--- config.mk ---
export PLATFORM = sky130hd
export DESIGN_NAME = rep_packer
export DESIGN_NICKNAME = d
export VERILOG_FILES = /design/src/rtl/rep_pkg.sv /design/src/rtl/rep_fifo.sv /design/src/rtl/rep_packer.sv
export SDC_FILE = /design/constraint.sdc
export NUM_CORES = 1
export LEC_CHECK = 0
export CAP_MARGIN = 20
export CORE_MARGIN = 2
export CORE_UTILIZATION = 45
export CTS_BUF_LIST = sky130_fd_sc_hd__clkbuf_8
export DETAILED_ROUTE_END_ITERATION = 10
export SYNTH_ARGS = -nofsm -noshare
export SYNTH_HDL_FRONTEND = slang
export SYNTH_HIERARCHICAL = 1
export SYNTH_SLANG_ARGS = --single-unit
export TNS_END_PERCENT = 100
--- constraint.sdc ---
create_clock -name clk_i -period 5.77 [get_ports clk_i]
set_clock_uncertainty 0.05 [all_clocks]
set_input_delay 1.154 -clock clk_i [delete_from_list [all_inputs] [get_ports clk_i]]
set_output_delay 1.154 -clock clk_i [all_outputs]
set_load 0.005 [all_outputs]
--- src/rtl/rep_pkg.sv ---
// rtl/rep_pkg.sv - shared types and sizes for the repacking stage
// Ports: none (package).
package rep_pkg;

  localparam int IN_BYTES  = 3;
  localparam int OUT_BYTES = 4;

  // Enum value equals the number of residual bytes held in the accumulator.
  typedef enum logic [1:0] {
    B0 = 2'd0,
    B3 = 2'd3,
    B2 = 2'd2,
    B1 = 2'd1
  } pack_state_e;

  typedef struct packed {
    logic [8*OUT_BYTES-1:0] data;
    logic                   sop;
    logic                   eop;
    logic [1:0]             empty;
  } entry_t;

endpackage

--- src/rtl/rep_fifo.sv ---
// rtl/rep_fifo.sv - show-ahead FIFO of packed output entries
// Ports:
//   clk_i, nrst_i      clock, asynchronous active-low reset
//   push_i, wr_data_i  write request and entry; ignored when full unless popping
//   pop_i              read request; ignored when empty
//   rd_data_o          head entry (valid while empty_o is low)
//   full_o, empty_o    occupancy flags
module rep_fifo
  import rep_pkg::*;
#(
  parameter int DEPTH = 16
) (
  input  logic   clk_i,
  input  logic   nrst_i,
  input  logic   push_i,
  input  entry_t wr_data_i,
  input  logic   pop_i,
  output entry_t rd_data_o,
  output logic   full_o,
  output logic   empty_o
);

  localparam int AW = $clog2(DEPTH);

  // Pointers carry one extra wrap bit to tell full from empty.
  logic [AW:0] wr_ptr_q, wr_ptr_d;
  logic [AW:0] rd_ptr_q, rd_ptr_d;
  logic        wr_en, rd_en;
  entry_t      mem_q [DEPTH];

  always_comb begin
    empty_o   = (wr_ptr_q == rd_ptr_q);
    full_o    = (wr_ptr_q[AW-1:0] == rd_ptr_q[AW-1:0]) && (wr_ptr_q[AW] != rd_ptr_q[AW]);
    rd_en     = pop_i && !empty_o;
    // A pop in the same cycle frees the slot, so a full FIFO still accepts.
    wr_en     = push_i && (!full_o || rd_en);
    wr_ptr_d  = wr_ptr_q + {{AW{1'b0}}, wr_en};
    rd_ptr_d  = rd_ptr_q + {{AW{1'b0}}, rd_en};
    rd_data_o = mem_q[rd_ptr_q[AW-1:0]];
  end

  always_ff @(posedge clk_i or negedge nrst_i) begin
    if (!nrst_i) begin
      wr_ptr_q <= '0;
      rd_ptr_q <= '0;
    end else begin
      wr_ptr_q <= wr_ptr_d;
      rd_ptr_q <= rd_ptr_d;
    end
  end

  always_ff @(posedge clk_i) begin
    if (wr_en) begin
      mem_q[wr_ptr_q[AW-1:0]] <= wr_data_i;
    end
  end

endmodule

--- src/rtl/rep_packer.sv ---
// rtl/rep_packer.sv - packs a 3-byte valid-only stream into 4-byte sop/eop words
// Ports:
//   clk_i, nrst_i            clock, asynchronous active-low reset
//   snk_data_i, snk_vd_i     input bytes (oldest in [7:0]), accepted whenever valid
//   src_data_o, src_vd_o     output word (oldest byte in [7:0]) and FIFO-not-empty
//   src_rdy_i                consumer ready; pop on src_vd_o && src_rdy_i
//   src_sop_o, src_eop_o     packet first / last word
//   src_empty_o              unused high bytes in an eop word
//   ovf_o, ovf_clr_i         sticky overflow flag and its clear
module rep_packer
  import rep_pkg::*;
#(
  parameter int FIFO_DEPTH = 16,
  parameter int IDLE_FLUSH = 4
) (
  input  logic        clk_i,
  input  logic        nrst_i,
  input  logic [23:0] snk_data_i,
  input  logic        snk_vd_i,
  output logic [31:0] src_data_o,
  output logic        src_vd_o,
  input  logic        src_rdy_i,
  output logic        src_sop_o,
  output logic        src_eop_o,
  output logic [1:0]  src_empty_o,
  output logic        ovf_o,
  input  logic        ovf_clr_i
);

  localparam int ACC_W = 8 * (IN_BYTES + OUT_BYTES - 1);
  localparam int IW    = $clog2(IDLE_FLUSH + 1);

  pack_state_e      state_q, state_d;
  logic [ACC_W-1:0] acc_q, acc_d;
  entry_t           pend_q, pend_d;
  logic             pend_vld_q, pend_vld_d;
  logic [IW-1:0]    idle_q, idle_d;
  logic             open_q, open_d;
  logic             sop_q, sop_d;
  logic             ovf_q, ovf_d;

  logic [1:0]       res;
  logic [ACC_W-1:0] merged;
  logic             flush;
  logic             push;
  logic             pop;
  logic             fifo_full, fifo_empty;
  entry_t           head;

  always_comb begin
    state_d    = state_q;
    acc_d      = acc_q;
    pend_d     = pend_q;
    pend_vld_d = pend_vld_q;
    idle_d     = idle_q;
    open_d     = open_q;
    sop_d      = sop_q;
    push       = 1'b0;

    res    = state_q;
    // Accumulator bytes above the residual are always zero, so OR appends.
    merged = acc_q | (ACC_W'(snk_data_i) << {res, 3'b000});
    flush  = !snk_vd_i && open_q && (idle_q == IW'(IDLE_FLUSH - 1));

    if (snk_vd_i) begin
      idle_d = '0;
      open_d = 1'b1;
      if (state_q == B0) begin
        acc_d   = merged;
        state_d = B3;
        if (pend_vld_q && pend_q.eop) begin
          push       = 1'b1;
          pend_vld_d = 1'b0;
        end
      end else begin
        // A full word forms; whatever was pending (eop or not) leaves now.
        push       = pend_vld_q;
        pend_d     = '{data: merged[31:0], sop: sop_q, eop: 1'b0, empty: 2'd0};
        pend_vld_d = 1'b1;
        sop_d      = 1'b0;
        acc_d      = merged >> 32;
        state_d    = pack_state_e'(res - 2'd1);
      end
    end else begin
      if (idle_q != IW'(IDLE_FLUSH)) begin
        idle_d = idle_q + 1'b1;
      end
      if (pend_vld_q && pend_q.eop) begin
        push       = 1'b1;
        pend_vld_d = 1'b0;
      end
      if (flush) begin
        open_d = 1'b0;
        // The next word formed belongs to a new packet regardless of
        // whether this eop entry later survives the FIFO.
        sop_d  = 1'b1;
        if (state_q != B0) begin
          push       = pend_vld_q;
          // empty = 4 - residual, taken modulo 4.
          pend_d     = '{data: acc_q[31:0], sop: sop_q, eop: 1'b1, empty: 2'd0 - res};
          pend_vld_d = 1'b1;
          acc_d      = '0;
          state_d    = B0;
        end else begin
          pend_d.eop   = 1'b1;
          pend_d.empty = 2'd0;
        end
      end
    end

    pop   = !fifo_empty && src_rdy_i;
    ovf_d = ovf_q;
    if (push && fifo_full && !pop) begin
      ovf_d = 1'b1;
    end else if (ovf_clr_i) begin
      ovf_d = 1'b0;
    end
  end

  always_ff @(posedge clk_i or negedge nrst_i) begin
    if (!nrst_i) begin
      state_q    <= B0;
      acc_q      <= '0;
      pend_q     <= '0;
      pend_vld_q <= 1'b0;
      idle_q     <= '0;
      open_q     <= 1'b0;
      sop_q      <= 1'b1;
      ovf_q      <= 1'b0;
    end else begin
      state_q    <= state_d;
      acc_q      <= acc_d;
      pend_q     <= pend_d;
      pend_vld_q <= pend_vld_d;
      idle_q     <= idle_d;
      open_q     <= open_d;
      sop_q      <= sop_d;
      ovf_q      <= ovf_d;
    end
  end

  rep_fifo #(
    .DEPTH(FIFO_DEPTH)
  ) u_fifo (
    .clk_i    (clk_i),
    .nrst_i   (nrst_i),
    .push_i   (push),
    .wr_data_i(pend_q),
    .pop_i    (pop),
    .rd_data_o(head),
    .full_o   (fifo_full),
    .empty_o  (fifo_empty)
  );

  // Head is gated so the outputs read zero whenever nothing is valid.
  assign src_vd_o    = !fifo_empty;
  assign src_data_o  = src_vd_o ? head.data  : '0;
  assign src_sop_o   = src_vd_o && head.sop;
  assign src_eop_o   = src_vd_o && head.eop;
  assign src_empty_o = src_vd_o ? head.empty : 2'd0;
  assign ovf_o       = ovf_q;

endmodule
Word level (Yosys, flattened, before mapping)
Memory sizes are Yosys's and may differ from the RTL's.
Cells that the tools add are included.
- word-level logic and storage cells: 88
- register bits after elaboration: 103
- memory bits (writable): 576
- output and inout bits: 38
- input bits: 29
- memories: 1
- memory list (memory ; depth ; width ; read ports ; clocked after Yosys merged registers in ; write ports ; RTL line ; source):
    u_fifo.mem_q ; 16 ; 36 ; 1 ; 0 ; 1 ; rep_fifo.sv:29 ; entry_t mem_q [DEPTH];
- add/subtract/negate cells: 5
- muxes and demuxes: 36
- shift-type cells: 1
- reductions and logical operators: 25
- bitwise logic cells: 1
- equality and inequality tests: 6
- operators with widths (kind ; count):
    48-bit two-way mux ; 4
    36-bit two-way mux ; 3
    48-bit OR ; 1
    24-bit by 5-bit left shift with 48-bit output ; 1
    33-bit two-way mux ; 1
    32-bit two-way mux ; 1
    1-bit two-way mux ; 19
    2-bit two-way mux ; 6
    1-bit logical AND ; 11
    5-bit by 1-bit adder with 5-bit output ; 2
    2-bit nonzero test ; 5
    3-bit two-way mux ; 2
    5-bit equality test ; 1
    4-bit equality test ; 1
    1-bit logical NOT ; 4
    2-bit AND reduction ; 2
    3-bit by 1-bit adder with 3-bit output (second input constant) ; 1
    3-bit by 2-bit equality test with 1-bit output (second input constant) ; 1
    3-bit != test (second input constant) ; 1
    3-bit AND reduction ; 1
    2-bit logical NOT ; 1
    2-bit != test (second input constant) ; 1
    1-bit by 2-bit subtractor with 2-bit output (first input constant) ; 1
    2-bit by 1-bit subtractor with 2-bit output (second input constant) ; 1
    2 further kinds ; 2

Logic depth before layout (Yosys ltp)
- depth in word-level cells: 8
- depth in mapped cells: 17

Modules after synthesis
The synthesis kept the hierarchy.
- by module, submodules not included (module ; area each (µm²) ; times used ; cells each):
    rep_fifo ; 22140.0 ; 1 ; 945
    rep_packer ; 4789.6 ; 1 ; 462

Least setup slack after synthesis
No wires, ideal clock.
- kind: reg-to-reg
- start point: reg state_q[1] (netlist: res[1])
- end point: mem u_fifo/mem_q[12][0] (netlist name), enable pin
- path slack: -0.341 ns
- cell stages (with the launch flop): 13
- data arrival time: 5.542 ns
- path buffers: 6
- cell sequence: dfrtp_1 > buf_6 > buf_8 > buf_8 > clkbuf_1 > inv_1 > ha_1 > buf_2 > buf_2 > o21ai_0 > and2_1 > o31ai_4 > nor4_1
- longest elaborated chain between the ends: 7
- elaborated cells on any way between the ends: 9
- RTL lines (item ; RTL line ; source):
    from (decl) ; rep_packer.sv:33 ; pack_state_e state_q, state_d;
    from (signal assigned) ; rep_packer.sv:131 ; state_q <= state_d;
    2-bit nonzero test ; rep_packer.sv:97 ; if (state_q != B0) begin
    1-bit two-way mux ; rep_packer.sv:97 ;
    1-bit two-way mux ; rep_packer.sv:92 ; if (flush) begin
    1-bit two-way mux (*) ; rep_packer.sv:65 ; if (snk_vd_i) begin
    named net push ; rep_packer.sv:45 ; logic push;
    1-bit logical AND (*) ; rep_fifo.sv:36 ; wr_en = push_i && (!full_o || rd_en);
    1-bit two-way mux (*) ; rep_fifo.sv:53 ; if (wr_en) begin
    1-bit two-way mux (implied by the code) (*) ; rep_fifo.sv:54 ; mem_q[wr_ptr_q[AW-1:0]] <= wr_data_i;
    to (decl) ; rep_fifo.sv:29 ;
The timed path passes the listed nets; every way through them passes the cells marked *.

==> reports/metrics.cfg <==
[sta]
hold_violations=0
max_slew.worst_pin.slew_ns=1.120
fmax_ghz=0.2053
maxSlewHeadroom_pct=24.95
min_period_ns=4.870
fin_tns_setup_ns=0
rsz0062_at_grt=false
drv_slew=0
fin_crit_sh_pct=84.40
setup_viol=0

[floorplanning]
rows=89
die_h_um=248.6
ios=67
dieArea_um2=61820
coreArea_um2=59130
start_util_pct=45.54
die_w_um=248.6

[final_layout]
drive_above_1_share_pct=23.88
final_cell_mix=576 x edfxtp_1, 144 x mux4_2, 119 x clkbuf_8
final_common_cell=edfxtp_1
area_growth_pct=13.37
final_core_util_pct=51.63
multi_input_area_um2=6472
fill_cells=4737
seqCellArea_um2=19890
layout.nets=1574

[power]
irDropWorstVdd_v=0.0003102
p_leak_nw=10.30
cellPowerDensity_nw_per_um2=538.6

[cts]
cts_sinks=679
cts.clk_slew.worst_paths_ns=0.05
root_buffer=clkbuf_8
cts_setup_buffers=0
insertion_delay_ns=0.70
numCtsBuffers=109
cts_max_level=3
cts_resized=0
cts_buffer_depth=3
postCtsHoldBufs=0
cts_tree=built

[logic_synthesis]
yosysWarnings=6
syn-cell-area_um2=26930
synth_cell_types=58
synth_edf_count=576
postSynthAreaPerCell_um2=19.14
synth_nets=1444
synth-async-reset-ratio_pct=15.17
synth.yosys.seq_area_share_pct=73.80
ys.flop_type=edfxtp_1
syn_inst=1407
synth-seq-cells=679

[grt]
grt_pass1_vias=14580
grt_usage_pct=20.20
grt_pass1_wl_mm=92.39
gr-total-overflow=0
grt_max_degree=68
grt_antenna_before_repair=1

[worst_setup_path]
cp-end-kind=output port
rr_startpoint=u_fifo/rd_ptr_q[2]$_DFF_PN0_
crit_required_ns=4.57
worst_ep_arrival_time_ns=3.67
critPathKind=reg -> out
startpoint=u_fifo/rd_ptr_q[2]$_DFF_PN0_
critPathLaunchType=flip-flop
critPathMaxFanout=37

[hold_path]
hp-start=u_fifo/rd_ptr_q[4]$_DFF_PN0_
hold_class=reg -> reg

[route]
ant_nets=0
drt_first_pass_iters=10
num_vias=13920
wl_mm=61.49
drtIter0Drc=1211
wire_per_inst_um=25.61
drc=15
post_drt_via_cell_ratio=5.797

[run_status]
violations=DRC
outcome=complete, but fails checks

[placed_design]
gp_congestion=0.7940
port_buffers=66
hpwl_mm=35.62

[run]
drv_cap=0

-- sequential cells by signal, summed over array words and instances, names as in the netlist, 2 cells and up --
| name | flops |
|---|---|
| u_fifo/rd_ptr_q | 5 |
| idle_q | 3 |
| u_fifo/mem_q | 576 |
| acc_q | 48 |
| res | 2 |
| u_fifo/wr_ptr_q | 5 |
| pend_q | 36 |
-- stage by stage --
step	cells	setup slack, ns	hold WS (ns)	power [mW]	area, um2
finish	2401	0.9002	0.4417	16.44	30530
global route	2399	0.7325	0.4555	17.34	30530
global placement	2197	1.354	0.4262	12.69	28460
floorplan	1407	-0.3414	0.4081	10.70	26930
detailed placement	2197	1.344	0.4345	12.80	28460
CTS	2396	0.8275	0.4481	16.65	30510
-- where the power goes --
part	total, mW	switching (mW)	internal [mW]	leakage [nW]
registers	7.61	0.958	6.65	6.54
clock network	3.84	1.82	2.02	1.20
logic	5.00	2.55	2.44	2.55
-- layer usage --
| metal | part of all wire [%] | vias up | global-route usage (%) |
|---|---|---|---|
| met2 | 49 | 431 | 32.90 |
| met1 | 43 | 7378 | 27.90 |
| met3 | 5.3 | 92 | 3.339 |
| met4 | 2.2 | 0 | 6.909 |
| li1 | - | 6017 | - |
| met5 | 0 | - | 0 |
-- worst max-delay path, cell delays in order (launching register included) --
cell and delay (ns):
dfrtp_4 0.81, or2_2 0.90, o22ai_1 0.20, nor2_1 0.12, nor2b_1 0.35, clkdlybuf4s50_1 0.59
-- path summary, 6_finish.rpt --
check                                                end  slack (ns)  depth (start not counted)
max                                            src_eop_o        0.90                          5
min                         u_fifo/rd_ptr_q[4]$_DFF_PN0_        0.44                          1
max reg2reg                u_fifo/mem_q[5][13]$_DFFE_PP_        1.96                          7
min reg2reg                 u_fifo/rd_ptr_q[4]$_DFF_PN0_        0.44                          1
max in group asynchronous         pend_q[33]$_DFFE_PN0P_        4.02                          2
min in group asynchronous          acc_q[38]$_DFFE_PN0P_        0.55                          1
-- synth_stat cells, types with 2 or more instances --
library cell  number  area share [%]
buf_8              2            0.11
clkbuf_1          33            0.46
edfxtp_1         576              64
nor4_1             6            0.14
dfrtp_1          102             9.5
mux2_2            21            0.88
a21o_1             2           0.056
nand3_1            7            0.13
o22ai_1           73             1.7
a31oi_1            8            0.19
mux2_1             3            0.13
a221oi_2           2            0.11
o31ai_1           16            0.45
a32o_1             5            0.19
mux4_2           144              12
buf_6             20            0.84
o21ai_1            3           0.056
a21oi_1           20            0.37
xor2_1             2           0.065
and2_1             6            0.14
xnor2_1            9            0.29
buf_2             30            0.56
nor3_1             9            0.17
ha_1               8            0.37
inv_1             20            0.28
nand2b_1           7            0.16
o21ai_0           42            0.78
a311o_1            8            0.30
a221oi_1          14            0.46
a211oi_1           8            0.22
o21bai_1           8            0.22
nor2_1            73             1.0
and3b_1            2           0.065
a22oi_1            2           0.056
buf_4             11            0.31
o21a_1             3           0.084
a32oi_1            8            0.26
nand2_1           11            0.15
mux2i_1           18            0.67
nor2b_1           47             1.1
-- area by class of cell --
type	count	share of cell area (%)
inverter	21	0.2582
multi-input combinational	610	21.20
sequential	679	65.14
tap	773	3.168
timing repair buffer	116	3.512
clock buffer	119	5.365
clock inverter	80	1.336
antenna	3	0.02459
-- cells by family after synthesis --
logic type      Yosys count  share of synthesized area [%]
flops                   679                          73.80
buf+inv                 118                          2.579
fa+ha+maj                 8                         0.3717
simple gates            176                          3.345
mux                     187                          13.77
compound gates          227                          5.710
xor+xnor                 12                         0.4182
(Power assumes the default switching activity.)
==> variant (config.mk and constraints unchanged) <==
The parameter `FIFO_DEPTH` goes from 16 to 8.
--- a/src/rtl/rep_packer.sv
+++ b/src/rtl/rep_packer.sv
@@ -12,3 +12,3 @@
 #(
-  parameter int FIFO_DEPTH = 16,
+  parameter int FIFO_DEPTH = 8,
   parameter int IDLE_FLUSH = 4
Formal check against the unedited RTL: same outputs for any inputs over 4 cycles, from zero or initial values and one cycle with nrst_i low; that may be too few to reach the edited logic, so the function may still have changed.
==> variant against the unedited design <==
Final area decreased by 39%. Routed wire length is 44% lower. The flow still finishes with violations (DRC). Critical path depth stayed put. Clock power is 41% lower. Worst hold slack improved by 0.0045 ns. Largest cell class unchanged. Sequential share of layout area fell by 5.2 points. Total power shrank 38%. Critical path type unchanged. Sequential cell count fell by 290. Area after synthesis is 39% lower. Worst setup slack improved by 0.13 ns. First-iteration DRC count fell by 48%.
==> variant: results <==
[global_routing]
grt_pass1_vias = 8801
grt.total_usage_pct = 18.6
grt_max_degree = 64
grt_antenna_before_repair = 2
grt_pass1_wl_mm = 53.4

[logic_synthesis]
yosysSeqAreaShare_pct = 68.5
ys_types = 57
avgSynthCellArea_sq_um = 17.6
synth_top_cells_by_count = 288 x edfxtp_1, 100 x dfrtp_1, 57 x mux2_2, 53 x mux4_1, 49 x nor2b_1
synth_edf_count = 288

[placed_design]
dp.cells = 1411
hpwl_mm = 20.3

[clocking]
path_clk_slew_ns = 0.07
cts_buffers = 61

[sta]
whs_ns = 0.446

[critical_path]
path_max_fanout = 57
timing.rr.end = u_fifo/mem_q[3][13]
r2r_setup_slack_ns = 1.71
arrival_ns = 3.53

[final_layout]
drive_above_1_share_pct = 19.2
diodes = 0
largest_reg_flops = 288
final_nets = 1050

[power_and_ir_drop]
p_leak_nw = 6.71
max-vdd-ir-drop_v = 0.000315

[detailed_routing]
drt_wl_total_mm = 34.4
dr.pass1.iters = 8
drc_errors = 3
drtIter0Drc = 624
routedWlPerCell_um = 22.6

[outcome]
status = finished with violations
violations = DRC
-- variant: logic make-up after synthesis --
kind of cell    after synthesis  share of synthesized area, %
fa+ha+maj                     8                         0.614
flops                       389                          68.5
simple gates                122                          4.12
xor+xnor                      9                         0.483
compound gates              164                          6.89
buf+inv                      85                          2.84
mux                         151                          16.5
-- variant: worst max-delay path by stage --
stage | startpoint | end | slack, ns | cells past startpoint
after CTS | u_fifo/rd_ptr_q[2] | src_data_o[30] | 0.92 | 5
after detailed placement | u_fifo/rd_ptr_q[2] | u_fifo/mem_q[3][14] | 1.60 | 7
after global routing | u_fifo/rd_ptr_q[2] | src_data_o[30] | 0.85 | 5
after floorplan | res[1] | u_fifo/mem_q[1][0] | 0.88 | 12
final | u_fifo/rd_ptr_q[2] | src_data_o[30] | 1.03 | 5
after global placement | u_fifo/rd_ptr_q[2] | src_data_o[30] | 1.63 | 5
-- variant: power by group --
group          internal, mW  switching (mW)
Combinational          1.78            1.62
Sequential             3.98           0.584
Clock                  1.23            1.05
-- variant: critical path: stages, from the launching register on --
cell and delay, ns:
dfrtp_2 0.66, buf_4 0.75, mux4_2 0.60, mux2_2 0.28
nor2b_1 0.13, clkdlybuf4s50_1 0.48
-- variant: layout make-up --
cell class	count	area [sq um]
multi-input combinational	454	4770
fill	2919	17000
inverter	20	75.1
sequential	389	11200
clock inverter	47	338
clock buffer	62	853
tap	461	577
timing repair buffer	87	866
-- variant: layer usage --
| metal | routed length [um] | share of wire (%) | track usage [%] |
|---|---|---|---|
| met5 | 0 | 0 | 0 |
| met4 | 580 | 1.7 | 4.64 |
| met3 | 1660 | 4.8 | 3.47 |
| met2 | 16200 | 47 | 29.4 |
| met1 | 15900 | 46 | 26.8 |
